`src/rtl/lab3_pattern_driver.sv`:
```
// lab3_pattern_driver: burst-echo-sum initiator that drives a 1..5 word burst and checks the echoed response
module lab3_pattern_driver #(
    parameter int TIMEOUT = 16
) (
    input  logic        CLK,
    input  logic        RST,
    input  logic        START,
    input  logic [2:0]  LEN,
    input  logic [14:0] DATA,
    input  logic [5:0]  OUT,
    input  logic        OUT_VALID,
    output logic        IN_VALID,
    output logic [2:0]  INPUT,
    output logic        BUSY,
    output logic        DONE,
    output logic        PASS,
    output logic [2:0]  ERR_CNT,
    output logic        TIMED_OUT
);
    typedef enum logic [2:0] {S_IDLE, S_SEND, S_WAIT, S_RECV, S_DONE} state_t;
    state_t      state;
    logic [2:0]  len_q, idx, k;
    logic [14:0] data_q;
    logic [5:0]  sum_q, exp_word;
    logic [7:0]  tcnt;
    logic        pend, mism;
    logic [2:0]  send_elem, recv_elem, err_pend, err_final;
    logic [3:0]  missing;

    function automatic logic [2:0] elem(input logic [14:0] d, input logic [2:0] i);
        return i == 3'd0 ? d[2:0] : i == 3'd1 ? d[5:3] : i == 3'd2 ? d[8:6] :
               i == 3'd3 ? d[11:9] : i == 3'd4 ? d[14:12] : 3'd0;
    endfunction

    function automatic logic [2:0] sat(input logic [4:0] v);
        return v > 5'd7 ? 3'd7 : v[2:0];
    endfunction

    // expected response word, mismatch flag and saturated error totals for the current word index
    always_comb begin
        send_elem = elem(data_q, idx);
        recv_elem = elem(data_q, k);
        exp_word  = (k < len_q) ? {3'b000, recv_elem} : sum_q;
        mism      = (k > len_q) || (OUT != exp_word);
        missing   = (k <= len_q) ? ({1'b0, len_q} + 4'd1 - {1'b0, k}) : 4'd0;
        err_pend  = sat({2'b00, ERR_CNT} + {4'b0000, pend});
        err_final = sat({2'b00, ERR_CNT} + {4'b0000, pend} + {1'b0, missing});
    end

    // transaction sequencer: latch request, send burst, await and score the response, report
    always_ff @(posedge CLK or posedge RST) begin
        if (RST) begin
            state     <= S_IDLE;
            len_q     <= '0;
            data_q    <= '0;
            idx       <= '0;
            k         <= '0;
            sum_q     <= '0;
            tcnt      <= '0;
            pend      <= 1'b0;
            IN_VALID  <= 1'b0;
            INPUT     <= '0;
            BUSY      <= 1'b0;
            DONE      <= 1'b0;
            PASS      <= 1'b0;
            ERR_CNT   <= '0;
            TIMED_OUT <= 1'b0;
        end else begin
            case (state)
                S_IDLE: begin
                    if (START && LEN != 3'd0 && LEN <= 3'd5) begin
                        state     <= S_SEND;
                        len_q     <= LEN;
                        data_q    <= DATA;
                        idx       <= '0;
                        k         <= '0;
                        sum_q     <= '0;
                        tcnt      <= '0;
                        pend      <= 1'b0;
                        BUSY      <= 1'b1;
                        PASS      <= 1'b0;
                        ERR_CNT   <= '0;
                        TIMED_OUT <= 1'b0;
                    end
                end
                S_SEND: begin
                    ERR_CNT <= sat({2'b00, ERR_CNT} + {4'b0000, OUT_VALID});
                    if (idx < len_q) begin
                        IN_VALID <= 1'b1;
                        INPUT    <= send_elem;
                        sum_q    <= sum_q + {3'b000, send_elem};
                        idx      <= idx + 3'd1;
                    end else begin
                        IN_VALID <= 1'b0;
                        INPUT    <= '0;
                        state    <= S_WAIT;
                    end
                end
                S_WAIT: begin
                    if (OUT_VALID) begin
                        pend  <= mism;
                        k     <= 3'd1;
                        state <= S_RECV;
                    end else if (tcnt == 8'(TIMEOUT)) begin
                        TIMED_OUT <= 1'b1;
                        PASS      <= 1'b0;
                        ERR_CNT   <= sat({2'b00, len_q} + 5'd1);
                        DONE      <= 1'b1;
                        state     <= S_DONE;
                    end else begin
                        tcnt <= tcnt + 8'd1;
                    end
                end
                S_RECV: begin
                    if (OUT_VALID) begin
                        ERR_CNT <= err_pend;
                        pend    <= mism;
                        k       <= (k == 3'd7) ? k : k + 3'd1;
                    end else begin
                        ERR_CNT <= err_final;
                        pend    <= 1'b0;
                        PASS    <= (err_final == 3'd0) && !TIMED_OUT;
                        DONE    <= 1'b1;
                        state   <= S_DONE;
                    end
                end
                S_DONE: begin
                    DONE  <= 1'b0;
                    BUSY  <= 1'b0;
                    state <= S_IDLE;
                end
                default: state <= S_IDLE;
            endcase
        end
    end
endmodule
```
`config.mk`:
```
export PLATFORM = sky130hd
export DESIGN_NAME = lab3_pattern_driver
export DESIGN_NICKNAME = d
export VERILOG_FILES = /design/src/rtl/lab3_pattern_driver.sv
export SDC_FILE = /design/constraint.sdc
export NUM_CORES = 1
export LEC_CHECK = 0
export CORE_ASPECT_RATIO = 2
export CORE_UTILIZATION = 61
export CTS_CLUSTER_SIZE = 30
export DETAILED_ROUTE_END_ITERATION = 16
export PLACE_DENSITY = 0.88
export SLEW_MARGIN = 20
export SYNTH_ARGS = -nofsm -noshare
export SYNTH_HDL_FRONTEND = slang
export SYNTH_SLANG_ARGS = --single-unit
export TNS_END_PERCENT = 1
```
`constraint.sdc`:
```
create_clock -name CLK -period 7.3 [get_ports CLK]
set_input_delay 1.825 -clock CLK [delete_from_list [all_inputs] [get_ports CLK]]
set_output_delay 1.825 -clock CLK [all_outputs]
set_load 0.01 [all_outputs]
```
# Word-level counts from Yosys, hierarchy flattened
# Index checks and enable logic that the tools add are counted.
dict set report totals {
  elab_cells 144
  latch_bits 0
  mem_bits_ro 0
  ram_bits 0
  mem_count 0
  reg_bits 53
  out_inout_bits 11
  in_bits 28
}
dict set report op_classes {
  mul 0
  n_shift 0
  magnitude_cmp 9
  n_addsub 10
  n_div 0
  n_eq_ne 26
  n_reduce_logical 27
  mux 57
  n_bitwise 0
}
# op count
set ops {}
lappend ops {{two-way mux 3 bit} 28}
lappend ops {{two-way mux 8 bit} 3}
lappend ops {{one-hot mux 3 bit (4 select lines)} 2}
lappend ops {{inequality test 2 bit, second input constant} 10}
lappend ops {{AND reduction 4 bit} 5}
lappend ops {{equality test 3 x 2 -> 1 bit, second input constant} 6}
lappend ops {{two-way mux 6 bit} 3}
lappend ops {{one-hot mux 8 bit (2 select lines)} 1}
lappend ops {{equality test 3 bit, second input constant} 4}
lappend ops {{zero test 3 bit} 4}
lappend ops {{one-hot mux 6 bit (2 select lines)} 1}
lappend ops {{two-way mux 1 bit} 11}
lappend ops {{> comparator 5 x 3 -> 1 bit, second input constant} 2}
lappend ops {{AND reduction 5 bit} 2}
lappend ops {{equality test 3 x 1 -> 1 bit, second input constant} 3}
lappend ops {{one-hot mux 1 bit (3 select lines)} 3}
lappend ops {{one-hot mux 3 bit (3 select lines)} 1}
lappend ops {{nonzero test 3 bit} 3}
lappend ops {{adder 3 x 1 -> 4 bit} 2}
lappend ops {{adder 3 x 1 -> 4 bit, second input constant} 2}
lappend ops {{adder 8 x 1 -> 8 bit, second input constant} 1}
lappend ops {{equality test 8 x 5 -> 1 bit, second input constant} 1}
lappend ops {{> comparator 4 x 3 -> 1 bit, second input constant} 2}
lappend ops {{adder 3 x 1 -> 3 bit, second input constant} 2}
lappend ops {{other kinds (19)} 27}

# Logic depth before layout (Yosys ltp)
# Gate-level depths: netlist of the first run.
dict set report depth {
  word_depth 11
  depth_mapped 14
  depth_no_buf 13
}

# Worst setup path before layout of the first run
# No wires, ideal clock.
dict set report synth_path {
  path_type {input -> register}
  from {in LEN[2]}
  to {reg data_q[10]}
  slack_ps 4035
  stages 6
  setup_time_ps 125
  arrival_time_ps 3141
  t_required_ps 7175
  cell_sequence {or3_1 -> and3_1 -> and3_1 -> buf_2 -> buf_2 -> mux2_2}
}
dict set report synth_between {
  elab_chain_len 4
  word_cells_on_any_way 5
  classes_between {order compare (1); reduce/logical (4)}
}
# item line
set synth_rtl {}
lappend synth_rtl {{start, declared} 8} ;# input logic [2:0] LEN,
lappend synth_rtl {{parallel branches: the longest is 2 deep, another holds less-or-equal comparator 3 bit} -}
lappend synth_rtl {{logical AND 1 bit *} 71} ;# if (START && LEN != 3'd0 && LEN <= 3'd5) begin
lappend synth_rtl {{AND reduction 2 bit (no line) *} -}
lappend synth_rtl {{end signal, assigned} 55} ;# data_q <= '0;
lappend synth_rtl {{end signal, assigned} 74} ;# data_q <= DATA;
lappend synth_rtl {{end, declared} 23} ;# logic [14:0] data_q;
# Every way passes the cells marked *.
# A chain may end at the register's enable or synchronous reset.

# Worst setup path in the final report of the first run
dict set report layout_path {
  from {in LEN[2]}
  to {reg idx[2]}
}
dict set report layout_between {
  elab_chain_len 5
  word_cells_on_any_way 6
  classes_between {order compare (1); eq/ne (1); reduce/logical (4)}
}
# item line
set layout_rtl {}
lappend layout_rtl {{parallel branches: the longest is 2 deep, another holds less-or-equal comparator 3 bit} -}
lappend layout_rtl {{logical AND 1 bit *} 71}
lappend layout_rtl {{inequality test 2 bit (no line) *} -}
lappend layout_rtl {{AND reduction 3 bit (no line) *} -}
lappend layout_rtl {{end signal, assigned} 92} ;# idx <= idx + 3'd1;
lappend layout_rtl {{end, declared} 22} ;# logic [2:0] len_q, idx, k;
# Marked as above.

==> metrics.txt, run 1 <==
final cycle utilization of the critical path=0.506; Synth Area in Adders=0.126; Crit Path Class=in2reg; share of layout cells above drive strength 1=0.0737; Clock Sinks=53; Max-Cap Viols=0; Initial Util=0.629; post-synth cell types=65; fmax=271 MHz; sequential area share after synthesis=0.354; initial antenna violation count=0; Highest Signal Layer=met4; Yosys Warn Count=0; total CTS buffers=5; CP max FO=32; Clock Latency Late Sink=0.30 ns; Pre-Repair DR Iteration Count=11; number of synthesized register bits=53; largest family of logic cells by synthesized area=compound AO/OA/AOI/OAI gates; nets@finish=511; top cells by count, synth=53 x dfrtp_1, 47 x nand2_1, 35 x nor2_1; Post-Synth XOR/XNOR Area=0.0304; Compound-Gate Fraction of Synth Area=0.200; PortBufs=38; post-synthesis cell count=415; pin count of the biggest net entering global routing=54; met1 WL=3.30 mm; Top Ports=39; Clk pin slew, worst setup/hold paths=0.07 ns; Multi-input gate area=0.00223 mm²; CTS Hold Bufs=0; H-tree levels=2; # DRC=2; Worst setup EP type=flop; Hold Crit Class=reg2reg; CTS Buffer Depth=2; final slew viol count=0; Storage cell area=0.00133 mm²; TritonCTS clock tree=done; die extent in x=57.4 µm; cts repair resizes=0; vias=3,340; # placed instances=503; WP data arrival=3.89 ns; top cell type's share of synthesized area=0.354; mapped cell area=0.00374 mm²; Critical Path RT=7.50 ns; Wirelength per Cell=17.7 µm; cell with the most instances after synthesis=dfrtp_1; root buffer cell=clkbuf_16; mux contribution to synthesized area=0.0608; initial DRC count=208; Hold Fails Final Rpt=0; Worst slew margin=0.371; ys flop type=dfrtp_1; first-pass GRT wire length=15.1 mm; maximum VDD drop=0.304 mV; DR WL met2=4.99 mm; DR vias/cell=6.54; Detailed Route WL=9.04 mm; pwr dens=450 mW/mm²; Mapped Nets=479; Synth area leader=dfrtp_1; post-synthesis simple-gate area fraction=0.179; violated checks=design-rule violations; measured slew at the worst slew-check pin=0.944 ns; gpl congestion=0.848; setup TNS=0 ns; top cells by area, synth=dfrtp_1 35%, ha_1 11%, nand2_1 4.7%; gr ovfl total=0; Avg Cell Area, Syn=9.02 µm²; WL met3=430 µm; Post-synth EDFFs=0; Post-CTS Setup Bufs=0; Area Overhead vs Synth=14.9%; Non-Filler Instances=511; DIE HEIGHT=113 µm; Fill cells=455; diode count=0; DRT antenna net count=0; Setup Viol. Count Final=0; fin crit period=3.70 ns; Worst Skew=0.00699 ns; Lkg Pwr=0.00190 µW; Tot GR Track Use=0.299; HPWL Detailed=6.71 mm; Core ar.=0.00596 mm²; row count=40; vias in the first global route=3,307; CP Launch Type=primary input; async set-reset flop share out of synthesis=1.00; RSZ-0062 raised after global routing=no; outcome=finished with violations; die area=0.00648 mm²
-- worst paths after layout --
kind | startpoint | to | slack (ns) | cells after the start
min in group asynchronous | RST | INPUT[2] | 2.02 | 2
max reg2reg | k[2] | PASS | 3.91 | 10
min reg2reg | IN_VALID | IN_VALID | 0.48 | 1
max | LEN[2] | idx[2] | 3.60 | 8
min | IN_VALID | IN_VALID | 0.48 | 1
max in group asynchronous | RST | data_q[7] | 4.71 | 2
-- registers in the layout, indices dropped and copies added, names as in the netlist --
register   count
tcnt           8
len_q          3
idx            3
state          3
INPUT          3
ERR_CNT        3
pend           1
IN_VALID       1
PASS           1
TIMED_OUT      1
BUSY           1
data_q        15
sum_q          6
DONE           1
k              3
-- cell families (layout without fill, tap and decap cells) --
kind of cell / after synthesis / count (layout)
compound gates: 110 / 110
fa+ha+maj: 36 / 36
mux: 21 / 21
simple gates: 139 / 139
xor+xnor: 13 / 13
buf+inv: 43 / 76
flops: 53 / 53
-- area by class of cell --
type,instances,area share
clock buffers,6,0.0299
clock inverters,2,0.00901
inverters,29,0.0256
multi-input cells,319,0.519
flip-flops and latches,53,0.308
well taps,63,0.0183
repair buffers,39,0.0901
-- worst max-delay path, cell delays in order --
cell             delay (ns)
clkdlybuf4s50_1        0.44
or3_1                  0.40
and3_1                 0.22
and3_1                 0.21
buf_4                  0.25
nor2_2                 0.35
nand2_1                0.10
o31ai_1                0.08
-- through the flow --
| step | utilization | hold slack, ns | setup WS [ns] | power [µW] | instance area [µm²] |
|---|---|---|---|---|---|
| after floorplan | - | 0.458 | 4.03 | 1340 | 3740 |
| after global placement | 0.694 | 0.466 | 3.42 | 1610 | 4140 |
| after detailed placement | 0.694 | 0.469 | 3.30 | 1650 | 4140 |
| after CTS | 0.722 | 0.489 | 3.60 | 1930 | 4300 |
| after global routing | 0.723 | 0.510 | 3.45 | 2090 | 4300 |
| final | 0.723 | 0.481 | 3.60 | 1940 | 4300 |
-- power by group --
part	switching, µW	internal (µW)
Combinational	615	493
Clock	109	163
Sequential	152	407
-- layer usage --
layer | GRT usage | up-vias
li1 | - | 1555
met5 | 0 | -
met4 | 0.159 | 0
met3 | 0.0331 | 28
met2 | 0.547 | 143
met1 | 0.323 | 1614
-- layout by cell type, fill, tap and decap left out, drive strengths merged, types with 8 or more instances in the layout --
master         count
mux2              14
a21oi             20
clkdlybuf4s50     38
xor2               8
nand2             47
inv               28
nand3             18
ha                33
dfrtp             53
nor2              37
o21ai             29
(Power assumes the default switching activity.)
==> run 2: changes to the inputs <==
Settings changed: CORE_UTILIZATION 61 to 58, PLACE_DENSITY 0.88 to 0.84.
Clock period 7.3 ns to 3.65 ns, I/O delays scaled along.
==> metrics.txt, run 2 (synthesis gave the netlist of run 1 again) <==
PortBufs=38; Lkg Pwr=0.00193 µW; Critical Path RT=3.84 ns; final slew viol count=0; slowest stage cell on the critical path=dfrtp_1; Worst Skew=0.00460 ns; most frequent cells in the layout=53 x dfrtp_1, 47 x nand2_1, 38 x clkdlybuf4s50_1, 35 x nor2_1, 33 x ha_1; CP Launch Type=flop; Hold Fails Final Rpt=0; Post-CTS Setup Bufs=0; pwr dens=887 mW/mm²; DRT antenna net count=0; Setup Viol. Count Final=0; TritonCTS clock tree=done; dpl cell area=0.00423 mm²; Detailed Route WL=9.39 mm; initial DRC count=176; Crit Path Class=reg2reg; pin count of the biggest net entering global routing=54; setup TNS=0 ns; diode count=0; Initial Util=0.598; DIE HEIGHT=116 µm; Clk pin slew, worst setup/hold paths=0.07 ns; share of layout cells above drive strength 1=0.0901; Top Ports=39; initial antenna violation count=0; busiest grt layer=met2; CTS Buffer Depth=2; M3 GR Usage=0.0391; measured slew at the worst slew-check pin=0.609 ns; Max-Cap Viols=0; WP data arrival=3.40 ns; vias in the first global route=3,393; Post-Place Setup Slack=0.472 ns; commonest non-fill, non-tap cell in the layout=dfrtp_1; Wirelength per Cell=17.4 µm; GR Util met2=0.571; nets@finish=518; total CTS buffers=5; Multi-input gate area=0.00223 mm²; HPWL Detailed=7.21 mm; total power=3880 µW; Tot GR Track Use=0.305; # placed instances=533; root buffer cell=clkbuf_16; M1 GR Usage=0.297; max reg flops=15; biggest regs=data_q (15), tcnt (8), sum_q (6); RSZ-0062 raised after global routing=no; Pre-Repair DR Iteration Count=4; R2R cell count=11; die extent in x=58.8 µm; Top reg by flops=data_q; vias=3,321; Worst setup EP type=flop; Core ar.=0.00626 mm²; CP max FO=7; gr ovfl total=0; fin area=0.00437 mm²; DR vias/cell=6.14; Worst slew margin=0.593; R2R Setup Slk=0.43 ns; maximum VDD drop=0.568 mV; outcome=completed; Worst Hold Depth=1; CTS Hold Bufs=0; Hold Crit Class=reg2reg; Storage cell area=0.00133 mm²; CP max stage delay=0.42 ns; Clock Sinks=53; final cycle utilization of the critical path=0.881; fmax=311 MHz; die area=0.00680 mm²; first-pass GRT wire length=15.5 mm; gpl congestion=0.929; # DRC=0; Non-Filler Instances=541; Area Overhead vs Synth=16.7%; row count=41; Fill cells=510; Clock Latency Late Sink=0.30 ns; CP dominant cell by count=ha_1; H-tree levels=2; Critical Path, Cell by Cell=inv_1 -> ha_1 -> and3b_4 -> a211o_1 -> nand2_1 -> and2_1 -> ha_1 -> fa_1 -> xor2_1 -> or4_1 -> o41ai_1; cts repair resizes=0; Setup WS post-layout=0.435 ns; fin crit period=3.22 ns
==> run 2: worst paths after layout <==
path | startpoint | endpoint
max | len_q[2] | PASS
min reg2reg | IN_VALID | IN_VALID
min | IN_VALID | IN_VALID
max reg2reg | len_q[2] | PASS
max in group asynchronous | RST | data_q[14]
min in group asynchronous | RST | sum_q[3]
==> run 2: worst max-delay path: cells and delay by family (launching register included) <==
kind | cells | cell delay [ns]
fa+ha+maj | 3 | 1.00
simple gates | 4 | 0.87
compound gates | 2 | 0.52
flops | 1 | 0.42
xor+xnor | 1 | 0.19
buf+inv | 1 | 0.11
==> run 2: cell type report <==
| cell class | instances | share of cell area |
|---|---|---|
| clock buffers | 5 | 0.0286 |
| clock inverters | 3 | 0.00401 |
| inverters | 29 | 0.0249 |
| multi-input cells | 319 | 0.511 |
| well taps | 86 | 0.0246 |
| repair buffers | 46 | 0.104 |
| flip-flops and latches | 53 | 0.303 |
==> run 2: report_power, final <==
group	internal (µW)	switching, µW
Clock	252	224
Combinational	1020	1260
Sequential	815	310
Total	2090	1790
==> run 2: routing by layer <==
layer | wire length [µm] | share of wire
met4 | 551 | 0.059
met3 | 281 | 0.030
met1 | 3310 | 0.35
met2 | 5250 | 0.56
met5 | 0 | 0
==> run 2: per-stage QoR <==
stage | hold WS [ns] | util
2_1_floorplan | 0.458 | -
3_3_place_gp | 0.463 | 0.676
3_5_place_dp | 0.470 | 0.676
4_1_cts | 0.485 | 0.699
5_1_grt | 0.501 | 0.699
6_report | 0.480 | 0.699
==> run 3: changes to the inputs <==
Settings changed: CORE_UTILIZATION 58 to 61, DONT_BUFFER_PORTS set to 1, PLACE_DENSITY 0.84 to 0.8.
==> metrics.txt, run 3 (synthesis gave the netlist of run 1 again) <==
outcome=completed; Hold Fails Final Rpt=0; NetSw=1770 µW; measured slew at the worst slew-check pin=0.876 ns; CTS Buffer Depth=2; TritonCTS clock tree=done; maximum VDD drop=0.634 mV; vias=3,145; gpl congestion=0.873; sequential power share=0.294; H-tree levels=2; total power=3840 µW; Clk pin slew, worst setup/hold paths=0.07 ns; fmax=302 MHz; Clock Latency Late Sink=0.30 ns; cell-internal power=2070 µW; die area=0.00648 mm²; pin count of the biggest net entering global routing=33; Max-Cap Viols=0; commonest non-fill, non-tap cell in the layout=dfrtp_1; Top Ports=39; RR Endpoint=PASS; final slew viol count=0; Worst Skew=0.00361 ns; Storage cell area=0.00133 mm²; Tot GR Track Use=0.306; Setup Viol. Count Final=0; fin crit period=3.32 ns; RSZ-0062 raised after global routing=no; cts repair resizes=0; Clock Sinks=53; Post-CTS Setup Bufs=0; reg2reg start=k[2]; row count=40; initial DRC count=168; first-pass GRT wire length=15.1 mm; Core ar.=0.00596 mm²; die extent in x=57.4 µm; Comb power frac=0.562; Worst slew margin=0.416; gr ovfl total=0; nets@finish=478; Clk pwr share=0.143; Sw Ratio=0.461; Area Overhead vs Synth=5.78%; DR vias/cell=6.58; R2R Setup Slk=0.33 ns; root buffer cell=clkbuf_16; Fill cells=497; DRT antenna net count=0; most frequent cells in the layout=53 x dfrtp_1, 47 x nand2_1, 35 x nor2_1, 33 x ha_1, 28 x o21ai_0; Pre-Repair DR Iteration Count=5; CP max FO=12; CTS Hold Bufs=0; initial antenna violation count=0; max reg flops=15; Worst setup EP type=flop; total CTS buffers=5; final cycle utilization of the critical path=0.909; Multi-input gate area=0.00223 mm²; share of layout cells above drive strength 1=0.0940; vias in the first global route=3,215; diode count=0; CP Launch Type=flop; Critical Path RT=3.83 ns; setup TNS=0 ns; PortBufs=0; Top reg by flops=data_q; DIE HEIGHT=113 µm; Wirelength per Cell=19.0 µm; R2R cell count=10; pwr dens=970 mW/mm²; Initial Util=0.629; Crit Path Class=reg2reg; Hold Crit Class=in2async; WP data arrival=3.50 ns; biggest regs=data_q (15), tcnt (8), sum_q (6); HPWL Detailed=6.95 mm; Detailed Route WL=9.09 mm; Lkg Pwr=0.00178 µW; # DRC=0
[run 3: critical path, cell delays in order (launching register included)]
cell and delay [ns]:
dfrtp_1 0.51, ha_1 0.44, and3b_4 0.23, a211o_1 0.20
nand2_1 0.08, and2_1 0.16, ha_1 0.22, fa_1 0.41
xor2_1 0.19, or4_1 0.41, o41ai_1 0.35
[run 3: worst max path at each step]
stage	startpoint	end	cells after the start	slack, ns
after floorplan	len_q[2]	PASS	11	0.71
after global placement	k[2]	PASS	10	0.53
after detailed placement	k[2]	PASS	10	0.39
after CTS	k[2]	PASS	10	0.36
after global routing	k[2]	PASS	10	0.11
final	k[2]	PASS	10	0.33
[run 3: per-stage QoR]
step | hold WS (ns) | cell area [µm²] | std cells | setup WS, ns | utilization
after floorplan | 0.458 | 3740 | 415 | 0.709 | -
after global placement | 0.509 | 3790 | 470 | 0.528 | 0.637
after detailed placement | 0.532 | 3790 | 470 | 0.387 | 0.637
after CTS | 0.524 | 3960 | 478 | 0.364 | 0.665
after global routing | 0.547 | 3960 | 478 | 0.114 | 0.665
final | 0.503 | 3960 | 478 | 0.334 | 0.665
[run 3: layer usage]
layer	up-vias	track usage	routed length [µm]
li1	1492	-	-
met1	1504	0.316	3210
met2	120	0.552	5120
met3	29	0.0503	390
met4	0	0.192	373
met5	-	0	0
[run 3: area by class of cell]
class	count	area share
Clock buffer	5	0.0316
Clock inverter	3	0.0111
Inverter	29	0.0275
Multi-Input combinational cell	319	0.564
Sequential cell	53	0.335
Tap cell	63	0.0199
Timing Repair Buffer	6	0.0114
[run 3: power groups by stage]
stage	sequential, µW	combinational [µW]	clock (µW)
3_5_place_dp	1130	2120	0
2_1_floorplan	1010	1670	0
6_report	1130	2160	551
3_3_place_gp	1120	2020	0
4_1_cts	1120	2140	554
5_1_grt	1170	2410	573
